## src/rtl/trigger_scaler_ctrl.sv

```systemverilog
// Gated multi-channel trigger scaler. A prescaled period timer gates live counters,
// and a req/ack port reads the double-buffered count bank.
module trigger_scaler_ctrl #(
    parameter int NCH = 8,
    parameter int CW  = 16
) (
    input  logic           clk_i,
    input  logic           rst_n_i,
    input  logic           enable_i,
    input  logic [7:0]     prescale_i,
    input  logic [15:0]    period_i,
    input  logic [NCH-1:0] scal_i,
    output logic           slow_ce_o,
    output logic           update_o,
    input  logic           rd_req_i,
    input  logic [2:0]     rd_addr_i,
    output logic           rd_ack_o,
    output logic [CW-1:0]  rd_data_o,
    output logic [NCH-1:0] ovf_o
);

    typedef enum logic [1:0] {IDLE, COUNT, LATCH} state_t;

    localparam logic [CW-1:0] CNT_MAX = '1;
    localparam logic [CW-1:0] CNT_ONE = CW'(1);

    state_t         state;
    state_t         state_nxt;
    logic [7:0]     presc_cnt;
    logic [15:0]    tick_cnt;
    logic [15:0]    tick_last;
    logic           period_done;
    logic [CW-1:0]  live_cnt [NCH];
    logic [NCH-1:0] live_ovf;
    logic [CW-1:0]  hold_cnt [NCH];
    logic [CW-1:0]  rd_sel;
    logic           rd_take;

    // Comparisons use >= so a live shrink of prescale_i/period_i wraps at once.
    assign tick_last   = (period_i == 16'd0) ? 16'd0 : period_i - 16'd1;
    assign slow_ce_o   = (state == COUNT) && (presc_cnt >= prescale_i);
    assign period_done = slow_ce_o && (tick_cnt >= tick_last);
    assign rd_take     = rd_req_i && !rd_ack_o;

    // NOTE: every combinational output gets a default before the case so no latch is inferred.
    always_comb begin
        state_nxt = state;
        case (state)
            IDLE:    if (enable_i) state_nxt = COUNT;
            COUNT: begin
                if (!enable_i)        state_nxt = IDLE;
                else if (period_done) state_nxt = LATCH;
            end
            LATCH:   state_nxt = enable_i ? COUNT : IDLE;
            default: state_nxt = IDLE;
        endcase
    end

    // NOTE: all sequential state uses non-blocking assignments so every flop samples pre-edge values.
    always_ff @(posedge clk_i or negedge rst_n_i) begin
        if (!rst_n_i) begin
            state     <= IDLE;
            presc_cnt <= '0;
            tick_cnt  <= '0;
            update_o  <= 1'b0;
        end else begin
            state    <= state_nxt;
            update_o <= (state == LATCH);
            if (state != COUNT || slow_ce_o) presc_cnt <= '0;
            else                             presc_cnt <= presc_cnt + 8'd1;
            if (state != COUNT || period_done) tick_cnt <= '0;
            else if (slow_ce_o)                tick_cnt <= tick_cnt + 16'd1;
        end
    end

    // A pulse during LATCH seeds the new period instead of being dropped.
    always_ff @(posedge clk_i or negedge rst_n_i) begin
        if (!rst_n_i) begin
            for (int i = 0; i < NCH; i++) live_cnt[i] <= '0;
            live_ovf <= '0;
        end else begin
            for (int i = 0; i < NCH; i++) begin
                if (state == IDLE) begin
                    live_cnt[i] <= '0;
                    live_ovf[i] <= 1'b0;
                end else if (state == LATCH) begin
                    live_cnt[i] <= CW'(scal_i[i]);
                    live_ovf[i] <= 1'b0;
                end else if (scal_i[i]) begin
                    if (live_cnt[i] != CNT_MAX)          live_cnt[i] <= live_cnt[i] + CNT_ONE;
                    if (live_cnt[i] >= CNT_MAX - CNT_ONE) live_ovf[i] <= 1'b1;
                end
            end
        end
    end

    always_comb begin
        rd_sel = '0;
        for (int i = 0; i < NCH; i++) begin
            if (int'(rd_addr_i) == i) rd_sel = hold_cnt[i];
        end
    end

    // NOTE: the holding bank is reset explicitly because a read right after reset must return 0.
    always_ff @(posedge clk_i or negedge rst_n_i) begin
        if (!rst_n_i) begin
            for (int i = 0; i < NCH; i++) hold_cnt[i] <= '0;
            ovf_o     <= '0;
            rd_ack_o  <= 1'b0;
            rd_data_o <= '0;
        end else begin
            if (state == LATCH) begin
                hold_cnt <= live_cnt;
                ovf_o    <= live_ovf;
            end
            rd_ack_o <= rd_take;
            if (rd_take) rd_data_o <= rd_sel;
        end
    end

endmodule

```

## config.mk

```make
export PLATFORM = sky130hd
export DESIGN_NAME = trigger_scaler_ctrl
export DESIGN_NICKNAME = d
export VERILOG_FILES = /design/src/rtl/trigger_scaler_ctrl.sv
export SDC_FILE = /design/constraint.sdc
export NUM_CORES = 1
export LEC_CHECK = 0
export ABC_AREA = 1
export ABC_CLOCK_PERIOD_IN_PS = 2100
export BUFFER_PORTS_ARGS = -buffer_cell sky130_fd_sc_hd__buf_2
export CAP_MARGIN = 10
export CORE_MARGIN = 3
export CORE_UTILIZATION = 60
export DETAILED_ROUTE_END_ITERATION = 8
export PLACE_DENSITY = 0.78
export SETUP_SLACK_MARGIN = 0.4
export SYNTH_ARGS = -nofsm -noshare
export SYNTH_HDL_FRONTEND = slang
export SYNTH_SLANG_ARGS = --single-unit
```

## constraint.sdc

```tcl
create_clock -name clk_i -period 2.1 [get_ports clk_i]
set_clock_uncertainty 0.1 [all_clocks]
set_input_delay 0.42 -clock clk_i [delete_from_list [all_inputs] [get_ports clk_i]]
set_output_delay 0.42 -clock clk_i [all_outputs]
set_load 0.03 [all_outputs]
```

==> metrics <==
Yosys warning total 0; global-route wire length before repair 83.1 mm; Adder-Cell Fraction of Synth Area 3.17%; post-synthesis sequential area ratio 45.5%; maximum number of pins on one net before global-route repair 126; endpoint class of the critical path flop; highest net fanout along the worst path 18; Top cell by count, worst path sky130_fd_sc_hd__buf_4; simple-gate area share of the yosys netlist 29.5%; met2 routing resource usage after global routing 53.8%; TritonCTS sink count 316; global-route congestion overflow total 0; initial core utilization 61.7%; Clock Pin Slew Worst Setup and Hold Paths 0.06 ns; root buffer cell sky130_fd_sc_hd__clkbuf_16; worst hold path startpoint scal_i[6]; Area after DPL 19300 µm²; Buffers on Ports 65; dominant cell type by area after synthesis sky130_fd_sc_hd__dfrtp_1; Worst path slowest cell sky130_fd_sc_hd__dfrtp_1; run status finished, violations left; final net count 2698; maximum VDD drop 0.000792 V; Detailed Place HPWL 33.8 mm; die footprint 31000 µm²; Unique masters post-synth 49; Crit path buffers/inverters 5; post-route ant nets 0; First-pass DRT Iterations 6; Global Route met3 Usage 4.71%; insertion delay of the later-clocked pin in the worst-skew pair 0.52 ns; launch point of the worst reg-to-reg path presc_cnt[7]; required time of the worst setup path 2.39 ns; Routed WL 61.5 mm; Die Span Y 176 µm; slew margin rel. 67.4%; share of the synthesized area in the top cell type 45.5%; number of buffers created by CTS 35; CORE AREA 28200 µm²; most congested layer reported by global routing met2; number of flops mapped to enable cells by yosys 0; setup repair after global routing missed its margin true; Sum Neg Setup Slack -5.06 ns; minimum hold slack 0.0872 ns; peak per-stage delay on the critical path 0.41 ns; area fraction in compound gates after synthesis 10.8%; actual transition at the worst max-transition pin 0.488 ns; crit path cell chain ha_4 -> a21o_1 -> nor2_2 -> buf_4 -> buf_4 -> buf_4 -> buf_4 -> nand4_1 -> buf_12 -> nand2_2 -> xor2_1 -> nor2_1; post-detailed-route wirelength per cell 20.4 µm; share of synthesized area spent on multiplexers 0%; antenna violations before repair 1; final hold violations 0; synthesized net count 2360; Worst Setup Path Type flop to flop; highest clock frequency the design can meet 0.405 GHz; first element of the critical path presc_cnt[7]; most common flop cell mapped by yosys sky130_fd_sc_hd__dfrtp_1; number of diodes 0; Setup Viol. Count Final 27; fraction of met1 tracks used by global routing 44.5%; DRC errors left 0; Power Density 777 nW/µm²; Avg Inst Size Synth 7.63 µm²; global placement routability congestion 0.938; count of H-tree levels built during CTS 2; final design area excluding fillers 24000 µm²; synthesized netlist cell count 2277; number of buffers between clock root and the deepest sink 3; final period demand of the worst path 2.47 ns; Static Leakage 11.3 nW; Data arrival, critical path 2.76 ns; vias post-DR 18.8k; startpoint kind of the worst setup timing path flop; area delta synth->final 38.2%; leading post-synthesis cells by cell area sky130_fd_sc_hd__dfrtp_1 (46%), sky130_fd_sc_hd__nand2_1 (13%), sky130_fd_sc_hd__o21ai_0 (4.7%); share of the core filled with cells in the final layout 85.2%; Die W 176 µm; post-synthesis xor/xnor area fraction 3.83%; share of cells above drive strength 1 31.8%; post-route fraction of the period consumed by the critical path 118%; failing checks negative setup slack; Final Max Tran Viols 0; top-level port count 66; average vias per placed instance 6.23; share of flip-flops with an asynchronous set or reset 100%; type of the most critical hold path input pin to flop; dominant delay contributor by cell family on the critical path buffers and inverters; 1st-iter DRT viols 2437; max-cap violation count 0; vias in the first global route 16.7k; global-route usage over all layers 32.7%; dominant combinational cell family by area after synthesis simple AND/OR/NAND/NOR gates; synthesized flop and latch total 316; number of standard-cell rows in the floorplan 61; clock tree from TritonCTS built; total standard cell area after synthesis 17400 µm²; final setup slack of the worst path -0.370 ns
## power by group
| group | switching, mW | leakage [nW] | total [mW] | internal, mW |
|---|---|---|---|---|
| combinational | 3.45 | 6.31 | 5.45 | 2.00 |
| sequential | 0.252 | 4.36 | 6.60 | 6.35 |
| clock | 2.57 | 0.604 | 6.60 | 4.03 |
| total | 6.27 | 11.3 | 18.6 | 12.4 |
## sequential cells by signal (all words and copies together), names as in the netlist
| name | count |
|---|---|
| presc_cnt | 8 |
| rd_ack_o | 1 |
| state | 2 |
| ovf_o | 8 |
| hold_cnt | 128 |
| update_o | 1 |
| live_ovf | 8 |
| rd_data_o | 16 |
| tick_cnt | 16 |
| live_cnt | 128 |
## placed cells by master (no fill, tap or decap), types with 6 or more instances in the layout
cell	instances
sky130_fd_sc_hd__nand2_1	516
sky130_fd_sc_hd__dfrtp_1	301
sky130_fd_sc_hd__buf_4	252
sky130_fd_sc_hd__inv_1	180
sky130_fd_sc_hd__nor2_1	171
sky130_fd_sc_hd__o21ai_0	139
sky130_fd_sc_hd__nand3_1	112
sky130_fd_sc_hd__a21oi_1	71
sky130_fd_sc_hd__xor2_1	69
sky130_fd_sc_hd__nand2_2	65
sky130_fd_sc_hd__nand4_1	65
sky130_fd_sc_hd__buf_2	58
sky130_fd_sc_hd__nor3_1	48
sky130_fd_sc_hd__clkbuf_16	44
sky130_fd_sc_hd__o21ai_1	42
sky130_fd_sc_hd__nand3_2	41
sky130_fd_sc_hd__nand2_4	39
sky130_fd_sc_hd__nor2_4	35
sky130_fd_sc_hd__o21ai_2	35
sky130_fd_sc_hd__buf_6	35
sky130_fd_sc_hd__inv_2	26
sky130_fd_sc_hd__ha_1	22
sky130_fd_sc_hd__nor3_2	21
sky130_fd_sc_hd__buf_12	19
sky130_fd_sc_hd__nor2_2	17
sky130_fd_sc_hd__ha_4	17
sky130_fd_sc_hd__nor3_4	16
sky130_fd_sc_hd__dfrtp_2	15
sky130_fd_sc_hd__a21oi_2	12
sky130_fd_sc_hd__o211ai_1	10
sky130_fd_sc_hd__o22ai_1	10
sky130_fd_sc_hd__clkbuf_8	9
sky130_fd_sc_hd__nand3b_1	7
sky130_fd_sc_hd__xnor2_1	7
sky130_fd_sc_hd__clkinvlp_4	7
sky130_fd_sc_hd__clkbuf_1	6
sky130_fd_sc_hd__buf_8	6
## metrics by stage
stage | std cells | power, mW | worst slack, ns
2_1_floorplan | 2277 | 8.69 | -0.364
3_3_place_gp | 2760 | 10.0 | -0.824
3_5_place_dp | 2760 | 10.1 | -0.886
4_1_cts | 2927 | 17.3 | -0.261
5_1_grt | 3019 | 19.2 | -0.430
6_report | 3019 | 18.6 | -0.370
## synthesized netlist by cell type (4+ instances only)
cell type                  count
sky130_fd_sc_hd__ha_1         44
sky130_fd_sc_hd__clkbuf_1     47
sky130_fd_sc_hd__nor2_2        8
sky130_fd_sc_hd__nand2_2      11
sky130_fd_sc_hd__inv_2        17
sky130_fd_sc_hd__o211ai_1     10
sky130_fd_sc_hd__buf_1         8
sky130_fd_sc_hd__o22ai_1      14
sky130_fd_sc_hd__nor3_1       79
sky130_fd_sc_hd__nor4_1        8
sky130_fd_sc_hd__nand3b_1      7
sky130_fd_sc_hd__nor3_2        5
sky130_fd_sc_hd__o21ai_0     162
sky130_fd_sc_hd__nand4_1      65
sky130_fd_sc_hd__o21ai_2       7
sky130_fd_sc_hd__a31oi_1       4
sky130_fd_sc_hd__inv_1       208
sky130_fd_sc_hd__o21ai_1      51
sky130_fd_sc_hd__nand2_1     609
sky130_fd_sc_hd__nor2_1      212
sky130_fd_sc_hd__xnor2_1       7
sky130_fd_sc_hd__dfrtp_1     316
sky130_fd_sc_hd__nor3b_1       4
sky130_fd_sc_hd__xor2_1       69
sky130_fd_sc_hd__buf_6         4
sky130_fd_sc_hd__nand3_1     156
sky130_fd_sc_hd__a21oi_1      83
sky130_fd_sc_hd__buf_2        26
## cell type report
type / instances / area (µm²)
clock inverter: 11 / 160
tap: 378 / 473
multi-input combinational: 1650 / 10000
timing repair inverter: 4 / 33.8
sequential: 316 / 7930
inverter: 226 / 978
clock buffer: 52 / 1070
fill: 1442 / 4170
timing repair buffer: 382 / 3340
## final timing paths
kind | to | slack (ns) | cells after the start
worst max-delay path | tick_cnt[4] | -0.37 | 12
worst min-delay path | live_ovf[6] | 0.09 | 3
worst max register to register | tick_cnt[4] | -0.37 | 12
worst min register to register | hold_cnt[123] | 0.38 | 2
max in group asynchronous | live_cnt[13] | 0.83 | 3
min in group asynchronous | live_cnt[73] | 0.34 | 2
## cell families after synthesis
| group | Yosys count |
|---|---|
| AO/OA/AOI/OAI | 348 |
| XOR/XNOR | 76 |
| adder cells (fa/ha/maj) | 44 |
| buffers and inverters | 313 |
| flip-flops | 316 |
| AND/OR/NAND/NOR | 1180 |
## layer usage
metal	share of wire, %	vias up
li1	-	8146
met3	10	354
met4	5.4	2
met2	48	1370
met5	0.013	-
met1	37	8947
## what timing repair did
| action | 4_1_cts | 5_1_grt |
|---|---|---|
| setup buffers | 97 | 83 |
| resized for setup | 148 | 337 |
| pin swaps | 63 | 108 |
| endpoints found under the setup margin | 149 | 163 |
| endpoints found under the hold margin | 44 | 0 |
| hold buffers | 1 | 0 |
| cloned | 6 | 9 |
## worst min-delay path: cells and delay by family
family	cells	cell delay [ns]
AOI/OAI and AO/OA	1	0.06
buffers and inverters	1	0.09
and+or+nand+nor	1	0.08
No activity file was read; power rests on OpenSTA's default activity.
